$ cat src/rtl/alu_op_sequencer_if.sv
// Handshake and ALU-facing bundle for alu_op_sequencer.
// The sequencer connects through the slave modport; the requester/ALU side connects through master.
interface alu_op_sequencer_if #(
    parameter int N     = 8,
    parameter int CNT_W = 16
);
    logic             in_valid;
    logic             in_ready;
    logic [N-1:0]     in_a;
    logic [N-1:0]     in_b;
    logic [1:0]       in_f;
    logic             in_acc;
    logic             acc_clr;
    logic [N-1:0]     alu_a;
    logic [N-1:0]     alu_b;
    logic [1:0]       alu_f;
    logic [N-1:0]     alu_s;
    logic             alu_co;
    logic             out_valid;
    logic             out_ready;
    logic [N-1:0]     out_s;
    logic             out_co;
    logic             out_zero;
    logic             out_ovf;
    logic [N-1:0]     acc;
    logic [CNT_W-1:0] op_count;

    modport slave (
        input  in_valid, in_a, in_b, in_f, in_acc, acc_clr, alu_s, alu_co, out_ready,
        output in_ready, alu_a, alu_b, alu_f, out_valid, out_s, out_co, out_zero,
               out_ovf, acc, op_count
    );

    modport master (
        output in_valid, in_a, in_b, in_f, in_acc, acc_clr, alu_s, alu_co, out_ready,
        input  in_ready, alu_a, alu_b, alu_f, out_valid, out_s, out_co, out_zero,
               out_ovf, acc, op_count
    );
endinterface

$ cat src/rtl/alu_op_sequencer.sv
// Registered operand launch and result capture around an external ripple ALU,
// with an accumulator for chained operations and a saturating completion counter.
module alu_op_sequencer #(
    parameter int N     = 8,
    parameter int CNT_W = 16
) (
    input  logic               clk,
    input  logic               rst_n,
    alu_op_sequencer_if.slave  bus
);
    typedef enum logic [1:0] {IDLE, EXEC, HOLD} state_t;

    state_t           state, nxt_state;
    logic             accept, capture, done;
    logic [N-1:0]     alu_a_r, alu_b_r, out_s_r, acc_r;
    logic [1:0]       alu_f_r;
    logic             out_co_r, out_zero_r, out_ovf_r;
    logic [CNT_W-1:0] op_count_r;

    // Signed overflow from operand/result sign bits; only add and subtract define it.
    function automatic logic ovf_calc(input logic [1:0] f, input logic sa,
                                      input logic sb, input logic ss);
        logic r;
        r = 1'b0;
        case (f)
            2'b00:   r = (sa == sb) && (ss != sa);
            2'b01:   r = (sa != sb) && (ss != sa);
            default: r = 1'b0;
        endcase
        return r;
    endfunction

    function automatic logic [CNT_W-1:0] sat_inc(input logic [CNT_W-1:0] v);
        return (&v) ? v : v + 1'b1;
    endfunction

    always_ff @(posedge clk or negedge rst_n) begin
        if (!rst_n) state <= IDLE;
        else        state <= nxt_state;
    end

    always_comb begin
        nxt_state = state;
        accept    = 1'b0;
        capture   = 1'b0;
        done      = 1'b0;
        case (state)
            IDLE: begin
                accept = bus.in_valid;
                if (bus.in_valid) nxt_state = EXEC;
            end
            EXEC: begin
                capture   = 1'b1;
                nxt_state = HOLD;
            end
            HOLD: begin
                done = bus.out_ready;
                if (bus.out_ready) nxt_state = IDLE;
            end
            default: nxt_state = IDLE;
        endcase
    end

    // Operand launch: acc is sampled before any same-edge clear takes effect.
    always_ff @(posedge clk or negedge rst_n) begin
        if (!rst_n) begin
            alu_a_r <= '0;
            alu_b_r <= '0;
            alu_f_r <= '0;
        end else if (accept) begin
            alu_a_r <= bus.in_acc ? acc_r : bus.in_a;
            alu_b_r <= bus.in_b;
            alu_f_r <= bus.in_f;
        end
    end

    // Result capture at the end of EXEC.
    always_ff @(posedge clk or negedge rst_n) begin
        if (!rst_n) begin
            out_s_r    <= '0;
            out_co_r   <= 1'b0;
            out_zero_r <= 1'b0;
            out_ovf_r  <= 1'b0;
        end else if (capture) begin
            out_s_r    <= bus.alu_s;
            out_co_r   <= bus.alu_co;
            out_zero_r <= (bus.alu_s == '0);
            out_ovf_r  <= ovf_calc(alu_f_r, alu_a_r[N-1], alu_b_r[N-1], bus.alu_s[N-1]);
        end
    end

    // Clear has priority over the EXEC write-back.
    always_ff @(posedge clk or negedge rst_n) begin
        if (!rst_n)           acc_r <= '0;
        else if (bus.acc_clr) acc_r <= '0;
        else if (capture)     acc_r <= bus.alu_s;
    end

    always_ff @(posedge clk or negedge rst_n) begin
        if (!rst_n)    op_count_r <= '0;
        else if (done) op_count_r <= sat_inc(op_count_r);
    end

    assign bus.in_ready  = (state == IDLE);
    assign bus.out_valid = (state == HOLD);
    assign bus.alu_a     = alu_a_r;
    assign bus.alu_b     = alu_b_r;
    assign bus.alu_f     = alu_f_r;
    assign bus.out_s     = out_s_r;
    assign bus.out_co    = out_co_r;
    assign bus.out_zero  = out_zero_r;
    assign bus.out_ovf   = out_ovf_r;
    assign bus.acc       = acc_r;
    assign bus.op_count  = op_count_r;
endmodule

$ cat src/flat_wrapper.sv
// flat-port wrapper written by rule: the top's interface ports become plain ports
module alu_op_sequencer_flat 
#(
    parameter int N     = 8,
    parameter int CNT_W = 16
)
  (clk, rst_n, bus_in_valid, bus_in_a, bus_in_b, bus_in_f, bus_in_acc, bus_acc_clr, bus_alu_s, bus_alu_co, bus_out_ready, bus_in_ready, bus_alu_a, bus_alu_b, bus_alu_f, bus_out_valid, bus_out_s, bus_out_co, bus_out_zero, bus_out_ovf, bus_acc, bus_op_count);
  alu_op_sequencer_if #(.N(N), .CNT_W(CNT_W)) bus_i ();
  input  logic clk;
  input  logic rst_n;
  input wire logic [$bits(bus_i.in_valid)-1:0] bus_in_valid;
  input wire logic [$bits(bus_i.in_a)-1:0] bus_in_a;
  input wire logic [$bits(bus_i.in_b)-1:0] bus_in_b;
  input wire logic [$bits(bus_i.in_f)-1:0] bus_in_f;
  input wire logic [$bits(bus_i.in_acc)-1:0] bus_in_acc;
  input wire logic [$bits(bus_i.acc_clr)-1:0] bus_acc_clr;
  input wire logic [$bits(bus_i.alu_s)-1:0] bus_alu_s;
  input wire logic [$bits(bus_i.alu_co)-1:0] bus_alu_co;
  input wire logic [$bits(bus_i.out_ready)-1:0] bus_out_ready;
  output wire logic [$bits(bus_i.in_ready)-1:0] bus_in_ready;
  output wire logic [$bits(bus_i.alu_a)-1:0] bus_alu_a;
  output wire logic [$bits(bus_i.alu_b)-1:0] bus_alu_b;
  output wire logic [$bits(bus_i.alu_f)-1:0] bus_alu_f;
  output wire logic [$bits(bus_i.out_valid)-1:0] bus_out_valid;
  output wire logic [$bits(bus_i.out_s)-1:0] bus_out_s;
  output wire logic [$bits(bus_i.out_co)-1:0] bus_out_co;
  output wire logic [$bits(bus_i.out_zero)-1:0] bus_out_zero;
  output wire logic [$bits(bus_i.out_ovf)-1:0] bus_out_ovf;
  output wire logic [$bits(bus_i.acc)-1:0] bus_acc;
  output wire logic [$bits(bus_i.op_count)-1:0] bus_op_count;
  assign bus_i.in_valid = bus_in_valid;
  assign bus_i.in_a = bus_in_a;
  assign bus_i.in_b = bus_in_b;
  assign bus_i.in_f = bus_in_f;
  assign bus_i.in_acc = bus_in_acc;
  assign bus_i.acc_clr = bus_acc_clr;
  assign bus_i.alu_s = bus_alu_s;
  assign bus_i.alu_co = bus_alu_co;
  assign bus_i.out_ready = bus_out_ready;
  assign bus_in_ready = bus_i.in_ready;
  assign bus_alu_a = bus_i.alu_a;
  assign bus_alu_b = bus_i.alu_b;
  assign bus_alu_f = bus_i.alu_f;
  assign bus_out_valid = bus_i.out_valid;
  assign bus_out_s = bus_i.out_s;
  assign bus_out_co = bus_i.out_co;
  assign bus_out_zero = bus_i.out_zero;
  assign bus_out_ovf = bus_i.out_ovf;
  assign bus_acc = bus_i.acc;
  assign bus_op_count = bus_i.op_count;
  alu_op_sequencer #(.N(N), .CNT_W(CNT_W)) u_core (.clk(clk), .rst_n(rst_n), .bus(bus_i));
endmodule
$ cat config.mk
export PLATFORM = sky130hd
export DESIGN_NAME = alu_op_sequencer_flat
export DESIGN_NICKNAME = d
export VERILOG_FILES = /design/src/rtl/alu_op_sequencer_if.sv /design/src/rtl/alu_op_sequencer.sv /design/src/flat_wrapper.sv
export SDC_FILE = /design/constraint.sdc
export NUM_CORES = 1
export LEC_CHECK = 0
export ABC_AREA = 1
export ABC_CLOCK_PERIOD_IN_PS = 1470
export CAP_MARGIN = 0
export CORE_MARGIN = 1
export CORE_UTILIZATION = 41
export DETAILED_ROUTE_END_ITERATION = 12
export PLACE_DENSITY = 0.76
export SLEW_MARGIN = 20
export SYNTH_ARGS = -nofsm -noshare
export SYNTH_HDL_FRONTEND = slang
export SYNTH_SLANG_ARGS = --single-unit
$ cat constraint.sdc
create_clock -name clk -period 1.47 [get_ports clk]
set_input_delay 0.294 -clock clk [delete_from_list [all_inputs] [get_ports clk]]
set_output_delay 0.294 -clock clk [all_outputs]
set_load 0.005 [all_outputs]
==> results of run 1 <==
cells in the mapped netlist, drive strengths merged, types with 3 or more instances:
library cell,count,share of area (%)
inv,30,4.3
nand2,152,22
nand3b,4,1.1
nor3,3,1.2
nand4,8,1.9
nand3,14,3.5
nor2,22,4.2
dfrtp,55,52
o21ai,20,3.8
buf,5,1.1
a21oi,8,1.5
clkbuf,3,0.43
critical path, cell delays in order, from the launching register on:
cell and delay (ps):
dfrtp_1 420, buf_4 160, dlygate4sd2_1 260
metal layers:
metal	up-vias	track usage, %	wire length [um]	part of all wire, %
met5	-	0	0	0
met4	0	3.86	60	0.83
met3	6	6.48	516	7.1
met2	91	37.4	3510	48
met1	1273	29.1	3170	44
li1	1337	-	-	-
logic make-up (layout without fill, tap and decap cells):
group | Yosys count | count (layout) | share of synthesized area [%]
and+or+nand+nor | 205 | 205 | 34.3
xor gates and xnor gates | 4 | 4 | 1.33
AOI/OAI and AO/OA | 29 | 29 | 5.61
DFF | 55 | 55 | 52.3
adders and majority gates | 1 | 1 | 0.475
buffers and inverters | 39 | 186 | 5.98
flip-flops by register name (all words and copies together) (netlist names):
| signal | cells |
|---|---|
| u_core.bus.op_count | 16 |
| u_core.bus.acc | 8 |
| u_core.bus.alu_a | 8 |
| u_core.bus.alu_b | 8 |
| u_core.bus.out_s | 8 |
| u_core.bus.alu_f | 2 |
| u_core.state | 2 |
| u_core.bus.out_co | 1 |
| u_core.bus.out_ovf | 1 |
| u_core.bus.out_zero | 1 |
worst min path at each step:
| stage | to | cells after the start |
|---|---|---|
| global placement | u_core.bus.op_count[12] | 1 |
| CTS | u_core.bus.op_count[8] | 2 |
| detailed placement | u_core.bus.op_count[12] | 1 |
| finish | u_core.bus.op_count[8] | 2 |
| global route | u_core.bus.op_count[8] | 2 |
| floorplan | u_core.bus.acc[0] | 0 |
cell usage in the layout (no fill, tap or decap), types with 6 or more instances in the layout:
| master | netlist | routed |
|---|---|---|
| clkdlybuf4s50_1 | 0 | 31 |
| clkbuf_8 | 0 | 6 |
| a21oi_1 | 8 | 8 |
| nand4_1 | 8 | 8 |
| dlymetal6s2s_1 | 0 | 16 |
| nand2_1 | 151 | 150 |
| nor2_2 | 5 | 10 |
| inv_1 | 29 | 29 |
| o21ai_0 | 16 | 16 |
| buf_4 | 0 | 57 |
| nor2_1 | 15 | 9 |
| nand3_1 | 11 | 10 |
| dlygate4sd2_1 | 0 | 38 |
| dfrtp_1 | 55 | 51 |
per-stage QoR:
step / power (mW) / hold WS, ps
finish: 5.76 / 436
global route: 6.16 / 480
CTS: 5.64 / 442
detailed placement: 4.76 / 238
global placement: 4.69 / 240
floorplan: 3.24 / -1.59
cell type report:
| type | count | area, um2 |
|---|---|---|
| fillers | 487 | 1870 |
| clock inverters | 2 | 16.3 |
| flip-flops and latches | 55 | 1380 |
| repair buffers | 147 | 1330 |
| inverters | 31 | 116 |
| well taps | 75 | 93.8 |
| multi-input cells | 239 | 1170 |
| clock buffers | 6 | 82.6 |
where the power goes:
part	internal (mW)	total (mW)	switching [mW]
logic	1.37	2.57	1.20
clock network	0.386	0.893	0.507
registers	2.00	2.30	0.299
timing repair:
item,CTS,global route
pin swaps,0,3
resized for setup,45,31
hold buffers,1,0
setup endpoints to repair,47,27
setup buffers,32,8
hold endpoints to repair,15,0
==> flow_metrics.tcl, run 1 <==
set metrics [dict create \
    numCtsBuffers 5 \
    slew_headroom_pct 73.5 \
    setup_viol_count_final 0 \
    finalHoldViolations 0 \
    die_w_um 82.2 \
    ir_drop_v 0.000869 \
    critPathCaptureType "output port" \
    hold_path.class "in2async" \
    htreeDepth 2 \
    synthArstFlopShare_pct 100 \
    clk_pin_slew_ps 100 \
    ys_seq_elements 55 \
    drc 0 \
    yosys_warnings 0 \
    grt_pass1_wl_um 11500 \
    post_dp_cell_area_mm2 0.00372 \
    routed_wl_um 7260 \
    grt_max_degree 41 \
    setup_ws_ps 30.4 \
    endpoint "bus_op_count[0]" \
    die_h_um 82.2 \
    dp_cells 506 \
    syn-num-nets 367 \
    gp_congestion 0.923 \
    start_util_pct 43.5 \
    antenna_found_initial 0 \
    root_buffer "clkbuf_8" \
    finalCritPeriodShare_pct 97.9 \
    syn_area_per_cell_um2 7.91 \
    diodes 0 \
    fin_setup_tns_ps 0 \
    vias 2707 \
    ant_nets 0 \
    fin_area_mm2 0.00419 \
    wl_per_cell_um 13.1 \
    drive_gt1_share_pct 20.0 \
    p_leak_nw 2.37 \
    routed_via_density 4.88 \
    slew_violations 0 \
    cts.sinks 55 \
    rr_startpoint "u_core.bus.op_count[1]" \
    r2r_setup_slack_ps 60 \
    port_buffers 87 \
    timing.rr.end "u_core.bus.op_count[7]" \
    dr.pass1.iters 6 \
    synth_flop_cell "dfrtp_1" \
    fin_worst_skew_ps 5.91 \
    crit_fanout 4 \
    power_density_mw_per_mm2 1380 \
    utilization_pct 69.2 \
    fmax_mhz 695 \
    dr.first_iter.drc_count 169 \
    dp_slack_ps -188 \
    startpoint "u_core.bus.op_count[0]" \
    synth.cell_area_mm2 0.00263 \
    synth_cell_types 29 \
    finalNetCount 513 \
    critPathKind "reg2out" \
    rsz0062_at_grt "true" \
    hpwl_um 4930 \
    crit_required_ps 1180 \
    crit_path_start_kind "flop" \
    arrival_ps 1150 \
    synthCells 333 \
    first_global_vias 2489 \
    outcome "finished clean" \
    worst_pin_slew_ps 398 \
    maxCapViolCount 0 \
    fp.coreArea_mm2 0.00606 \
    cts.path.max_buffers 2 \
    r2r_cells 9 \
    synth_edf_count 0 \
    finalNonFillerCells 555 \
    area_delta_synth_final_pct 59.1 \
    clk_latency_ps 300 \
    grt_usage_pct 22.4 \
    ios 88 \
    seq_area_frac_synth_pct 52.3 \
    grt_overflow_total 0 \
    dieArea_mm2 0.00675 \
    cts_tree "yes" \
    rows 28 \
    period_needed_ps 1440 \
]
Note: power is estimated with default switching activity, not from simulation.
==> inputs of run 2 (changes only) <==
- CORE_UTILIZATION: 41 -> 56
- CTS_BUF_LIST: default -> sky130_fd_sc_hd__clkbuf_4 sky130_fd_sc_hd__clkbuf_8 sky130_fd_sc_hd__clkbuf_16
- DONT_BUFFER_PORTS: default -> 1
- PLACE_DENSITY: 0.76 -> 0.74
==> run 2 against run 1 <==
Effect of this change:
- the run now ends with design-rule violations, negative hold slack left
- die area shrank 26%
- worst setup slack gained 86 ps
- clock power grew 15%
- sequential power grew 7%
- sequential share of layout area grew 14 points
- largest power group is now registers
- critical endpoint is now bus_out_valid
- non-clock buffer count shrank 131
- critical path depth is the same
- first-iteration DRC count shrank 26%
- cell count shrank 28%
- hold slack lost 770 ps
==> flow_metrics.tcl, run 2 (synthesized netlist as in run 1, its figures left out) <==
set metrics [dict create \
    outcome "finished, violations left" \
    violations "design-rule violations, negative hold slack" \
    clk_pin_slew_ps 100 \
    dr.pass1.iters 8 \
    gp_congestion 0.816 \
    mostFrequentLayoutCells "nand2_1, dfrtp_1, inv_1" \
    grt_usage_pct 22.9 \
    root_buffer "clkbuf_8" \
    cts.path.max_buffers 2 \
    routed_wl_um 5460 \
    utilization_pct 66.0 \
    period_needed_ps 1350 \
    use_met1_pct 30.5 \
    wl_per_cell_um 13.6 \
    finalNonFillerCells 401 \
    grt_busiest_layer "met2" \
    met2_usage_pct 37.4 \
    grt_pass1_wl_um 9010 \
    area_delta_synth_final_pct 11.3 \
    finalCritPeriodShare_pct 92.1 \
    worst_hold_slack_ps -337 \
    critPathKind "reg2out" \
    clk_latency_ps 310 \
    die_h_um 70.6 \
    largest_reg_flops 16 \
    crit_fanout 3 \
    dp_slack_ps -83.2 \
    grt_max_degree 56 \
    drive_gt1_share_pct 13.8 \
    fmax_mhz 739 \
    antenna_found_initial 0 \
    rr_startpoint "u_core.bus.op_count[4]" \
    crit_path_start_kind "flop" \
    drc 14 \
    slew_violations 0 \
    ant_nets 0 \
    crit_required_ps 1180 \
    met3_usage_pct 4.99 \
    grt_overflow_total 0 \
    routed_via_density 5.29 \
    arrival_ps 1060 \
    port_buffers 0 \
    critPathCaptureType "output port" \
    htreeDepth 2 \
    finalHoldViolations 55 \
    cts.sinks 55 \
    rows 24 \
    hpwl_um 4050 \
    dr.first_iter.drc_count 125 \
    ir_drop_v 0.00110 \
    die_w_um 70.6 \
    cts_tree "yes" \
    slew_headroom_pct 78.8 \
    first_global_vias 2023 \
    numCtsBuffers 5 \
    start_util_pct 59.3 \
    startpoint "u_core.state[1]" \
    ios 88 \
    worst_pin_slew_ps 316 \
    setup_viol_count_final 0 \
    final_common_cell "nand2_1" \
    fillers 398 \
    setup_ws_ps 117 \
    fin_worst_skew_ps 7.89 \
    fp.coreArea_mm2 0.00444 \
    dp_cells 393 \
    fin_setup_tns_ps 0 \
    finalNetCount 382 \
    vias 2121 \
    diodes 0 \
    hold_path.class "in2async" \
    power_density_mw_per_mm2 1580 \
    maxCapViolCount 0 \
    dieArea_mm2 0.00498 \
    p_leak_nw 1.46 \
]
run 2: cell count changes in the layout (fill, tap and decap cells not counted), moves of 2 or more:
cell / delta
dlygate4sd2_1: -38
dfrtp_2: -3
dlymetal6s2s_1: -16
clkdlybuf4s50_1: -31
buf_4: -41
buf_12: -2
dfrtp_1: +3
run 2: final timing paths:
path	to	slack, ps	cells after the start
setup / recovery	bus_out_valid	120	2
setup reg to reg	u_core.bus.op_count[0]	120	8
hold reg to reg	u_core.bus.alu_b[4]	510	2
min in group clk	u_core.bus.acc[2]	20	1
max in group asynchronous	u_core.bus.op_count[3]	1700	0
hold / removal	u_core.bus.alu_a[6]	-340	0
run 2: routing by layer:
layer  vias to the layer above  part of all wire (%)
met3                         4                   6.0
met2                        63                    48
li1                       1074                     -
met5                         -                     0
met4                         0                  0.82
met1                       980                    45
run 2: power by group:
| part | switching [mW] | internal, mW | leakage [nW] |
|---|---|---|---|
| sequential | 0.454 | 2.00 | 0.714 |
| combinational | 0.682 | 0.444 | 0.691 |
| clock | 0.501 | 0.534 | 0.0592 |
| total | 1.64 | 2.98 | 1.46 |
run 2: critical path, stage by stage, from the launching register on:
cell and delay, ps:
dfrtp_1 420, inv_1 70, nor2_1 260
run 2: layout make-up:
type / count / area (um2) / share of cell area [%]
well taps: 52 / 65.1 / 2.22
clock inverters: 2 / 38.8 / 1.32
inverters: 31 / 116 / 3.97
repair buffers: 16 / 120 / 4.10
flip-flops and latches: 55 / 1380 / 47.0
clock buffers: 6 / 76.3 / 2.60
multi-input cells: 239 / 1140 / 38.8
run 2: what timing repair did:
item,4_1_cts,5_1_grt
gates resized for setup,1,11
endpoints found under the hold margin,55,55
setup buffers,0,0
endpoints found under the setup margin,6,10
pin swaps,0,1
run 2: metrics by stage:
step | hold slack [ps] | instance area (um2) | power [mW]
2_1_floorplan | -1.59 | 2630 | 3.24
3_3_place_gp | -0.452 | 2780 | 3.55
3_5_place_dp | -0.450 | 2780 | 3.60
4_1_cts | -346 | 2900 | 4.62
5_1_grt | -357 | 2930 | 4.90
6_report | -337 | 2930 | 4.62
==> inputs of run 3 (changes only) <==
- CAP_MARGIN: 0 -> 15
- CORE_UTILIZATION: 56 -> 50
- PLACE_DENSITY: 0.74 -> 0.68
==> run 3 against run 2 <==
Effect of this change:
- the run ends with negative hold slack left
- critical endpoint unchanged
- first-iteration DRC count up 5.6%
- global-route usage down 1.3 points
- register-to-register slack worse by 50 ps
- wire length up 6.8%
==> flow_metrics.tcl, run 3 (synthesized netlist as in run 1, its figures left out) <==
set metrics [dict create \
    outcome "finished, violations left" \
    violations "negative hold slack" \
    fp.coreArea_mm2 0.00507 \
    crit_path_start_kind "flop" \
    max_stage_delay_ps 420 \
    setup_viol_count_final 0 \
    rows 26 \
    diodes 0 \
    dr.pass1.iters 4 \
    multiInputGateArea_mm2 0.00114 \
    hold_path.class "in2async" \
    htreeDepth 2 \
    dieArea_mm2 0.00556 \
    port_buffers 0 \
    start_util_pct 51.9 \
    grt_pass1_wl_um 8950 \
    grt_usage_pct 21.6 \
    arrival_ps 1120 \
    finalNonFillerCells 421 \
    ant_nets 0 \
    drc 0 \
    numCtsBuffers 5 \
    fin_worst_skew_ps 14.3 \
    final_common_cell "nand2_1" \
    period_needed_ps 1420 \
    dp_cells 413 \
    largest_reg_flops 16 \
    wl_per_cell_um 13.9 \
    clk_pin_slew_ps 110 \
    cts.path.max_buffers 2 \
    cts_setup_buffers 0 \
    cts.sinks 55 \
    die_h_um 74.6 \
    vias 2131 \
    routed_via_density 5.06 \
    area_delta_synth_final_pct 12.2 \
    worst_pin_slew_ps 314 \
    routed_wl_um 5830 \
    mostFrequentLayoutCells "nand2_1, dfrtp_1, inv_1" \
    crit_required_ps 1180 \
    antenna_found_initial 0 \
    critPathCaptureType "output port" \
    regArea_mm2 0.00138 \
    first_global_vias 1966 \
    cts_tree "yes" \
    crit_fanout 3 \
    timing.rr.end "u_core.bus.op_count[0]" \
    p_leak_nw 1.47 \
    critPathKind "reg2out" \
    worst_hold_slack_ps -343 \
    ir_drop_v 0.000989 \
    finalHoldViolations 55 \
    cp_top_family "flip-flops" \
    die_w_um 74.6 \
    grt_max_degree 56 \
    slew_violations 0 \
    slew_headroom_pct 79.0 \
    rr_startpoint "u_core.bus.op_count[8]" \
    cpMaxStageDelayCell "dfrtp_1" \
    root_buffer "clkbuf_8" \
    ios 88 \
    power_density_mw_per_mm2 1530 \
    grt_overflow_total 0 \
    fillers 489 \
    cp_num_buf_inv 2 \
    fin_setup_tns_ps 0 \
    finalCritPeriodShare_pct 96.3 \
    drive_gt1_share_pct 14.5 \
    maxCapViolCount 0 \
    cp.depth 3 \
    gp_congestion 0.875 \
    cp_cell_sequence "inv_1 > nor2_1 > buf_4" \
    r2r_cells 8 \
    clk_latency_ps 320 \
    hpwl_um 4250 \
    fmax_mhz 706 \
    dr.first_iter.drc_count 132 \
    r2r_setup_slack_ps 70 \
    finalNetCount 384 \
]
-- run 3: changes by cell type in the layout (fill, tap and decap cells not counted), sizes merged --
cell and delta:
bufinv -1, clkbuf -1, buf +2, clkinvlp +2
-- run 3: worst max-delay path by stage --
stage | slack [ps] | endpoint | start
3_5_place_dp | -50 | u_core.bus.op_count[1] | u_core.bus.op_count[0]
6_report | 50 | bus_out_valid | u_core.state[1]
5_1_grt | -20 | u_core.bus.op_count[0] | u_core.bus.op_count[8]
2_1_floorplan | 30 | u_core.bus.op_count[7] | u_core.bus.op_count[0]
4_1_cts | 20 | u_core.bus.op_count[0] | u_core.bus.op_count[0]
3_3_place_gp | 10 | u_core.bus.op_count[7] | u_core.bus.op_count[0]
-- run 3: report_power, final --
group | leakage, nW | total, mW | internal (mW) | switching [mW]
logic | 0.713 | 1.19 | 0.481 | 0.706
clock network | 0.0461 | 0.874 | 0.345 | 0.528
registers | 0.712 | 2.46 | 2.00 | 0.454
total | 1.47 | 4.52 | 2.83 | 1.69
-- run 3: routing by layer --
| metal | part of all wire (%) | wire length, um | track usage [%] | vias to the layer above |
|---|---|---|---|---|
| met5 | 0 | 0 | 0 | - |
| met4 | 0.72 | 42 | 6.29 | 0 |
| met3 | 8.2 | 480 | 8.27 | 5 |
| met2 | 46 | 2700 | 33.2 | 76 |
| met1 | 45 | 2610 | 28.4 | 973 |
| li1 | - | - | - | 1077 |
-- run 3: final cells by class --
| type | instances | share of cell area [%] |
|---|---|---|
| Multi-Input combinational cell | 239 | 38.6 |
| Sequential cell | 55 | 46.7 |
| Clock inverter | 3 | 0.804 |
| Inverter | 31 | 4.06 |
| Timing Repair Buffer | 18 | 4.57 |
| Clock buffer | 5 | 2.33 |
| Tap cell | 70 | 2.96 |
-- run 3: repair_timing --
action	in CTS	in global routing
hold endpoints to repair	55	55
endpoints found under the setup margin	6	12
gates resized for setup	1	13
pin swaps	0	0
-- run 3: metrics by stage --
| stage | total power [mW] | setup WS, ps | instance area (um2) | utilization [%] | hold WS [ps] |
|---|---|---|---|---|---|
| finish | 4.52 | 54.5 | 2960 | 58.2 | -343 |
| global route | 4.88 | -16.9 | 2960 | 58.2 | -369 |
| CTS | 4.54 | 24.1 | 2910 | 57.3 | -353 |
| detailed placement | 3.65 | -53.6 | 2820 | 55.5 | -0.211 |
| global placement | 3.60 | 10.6 | 2820 | 55.5 | -0.351 |
| floorplan | 3.24 | 29.8 | 2630 | - | -1.59 |
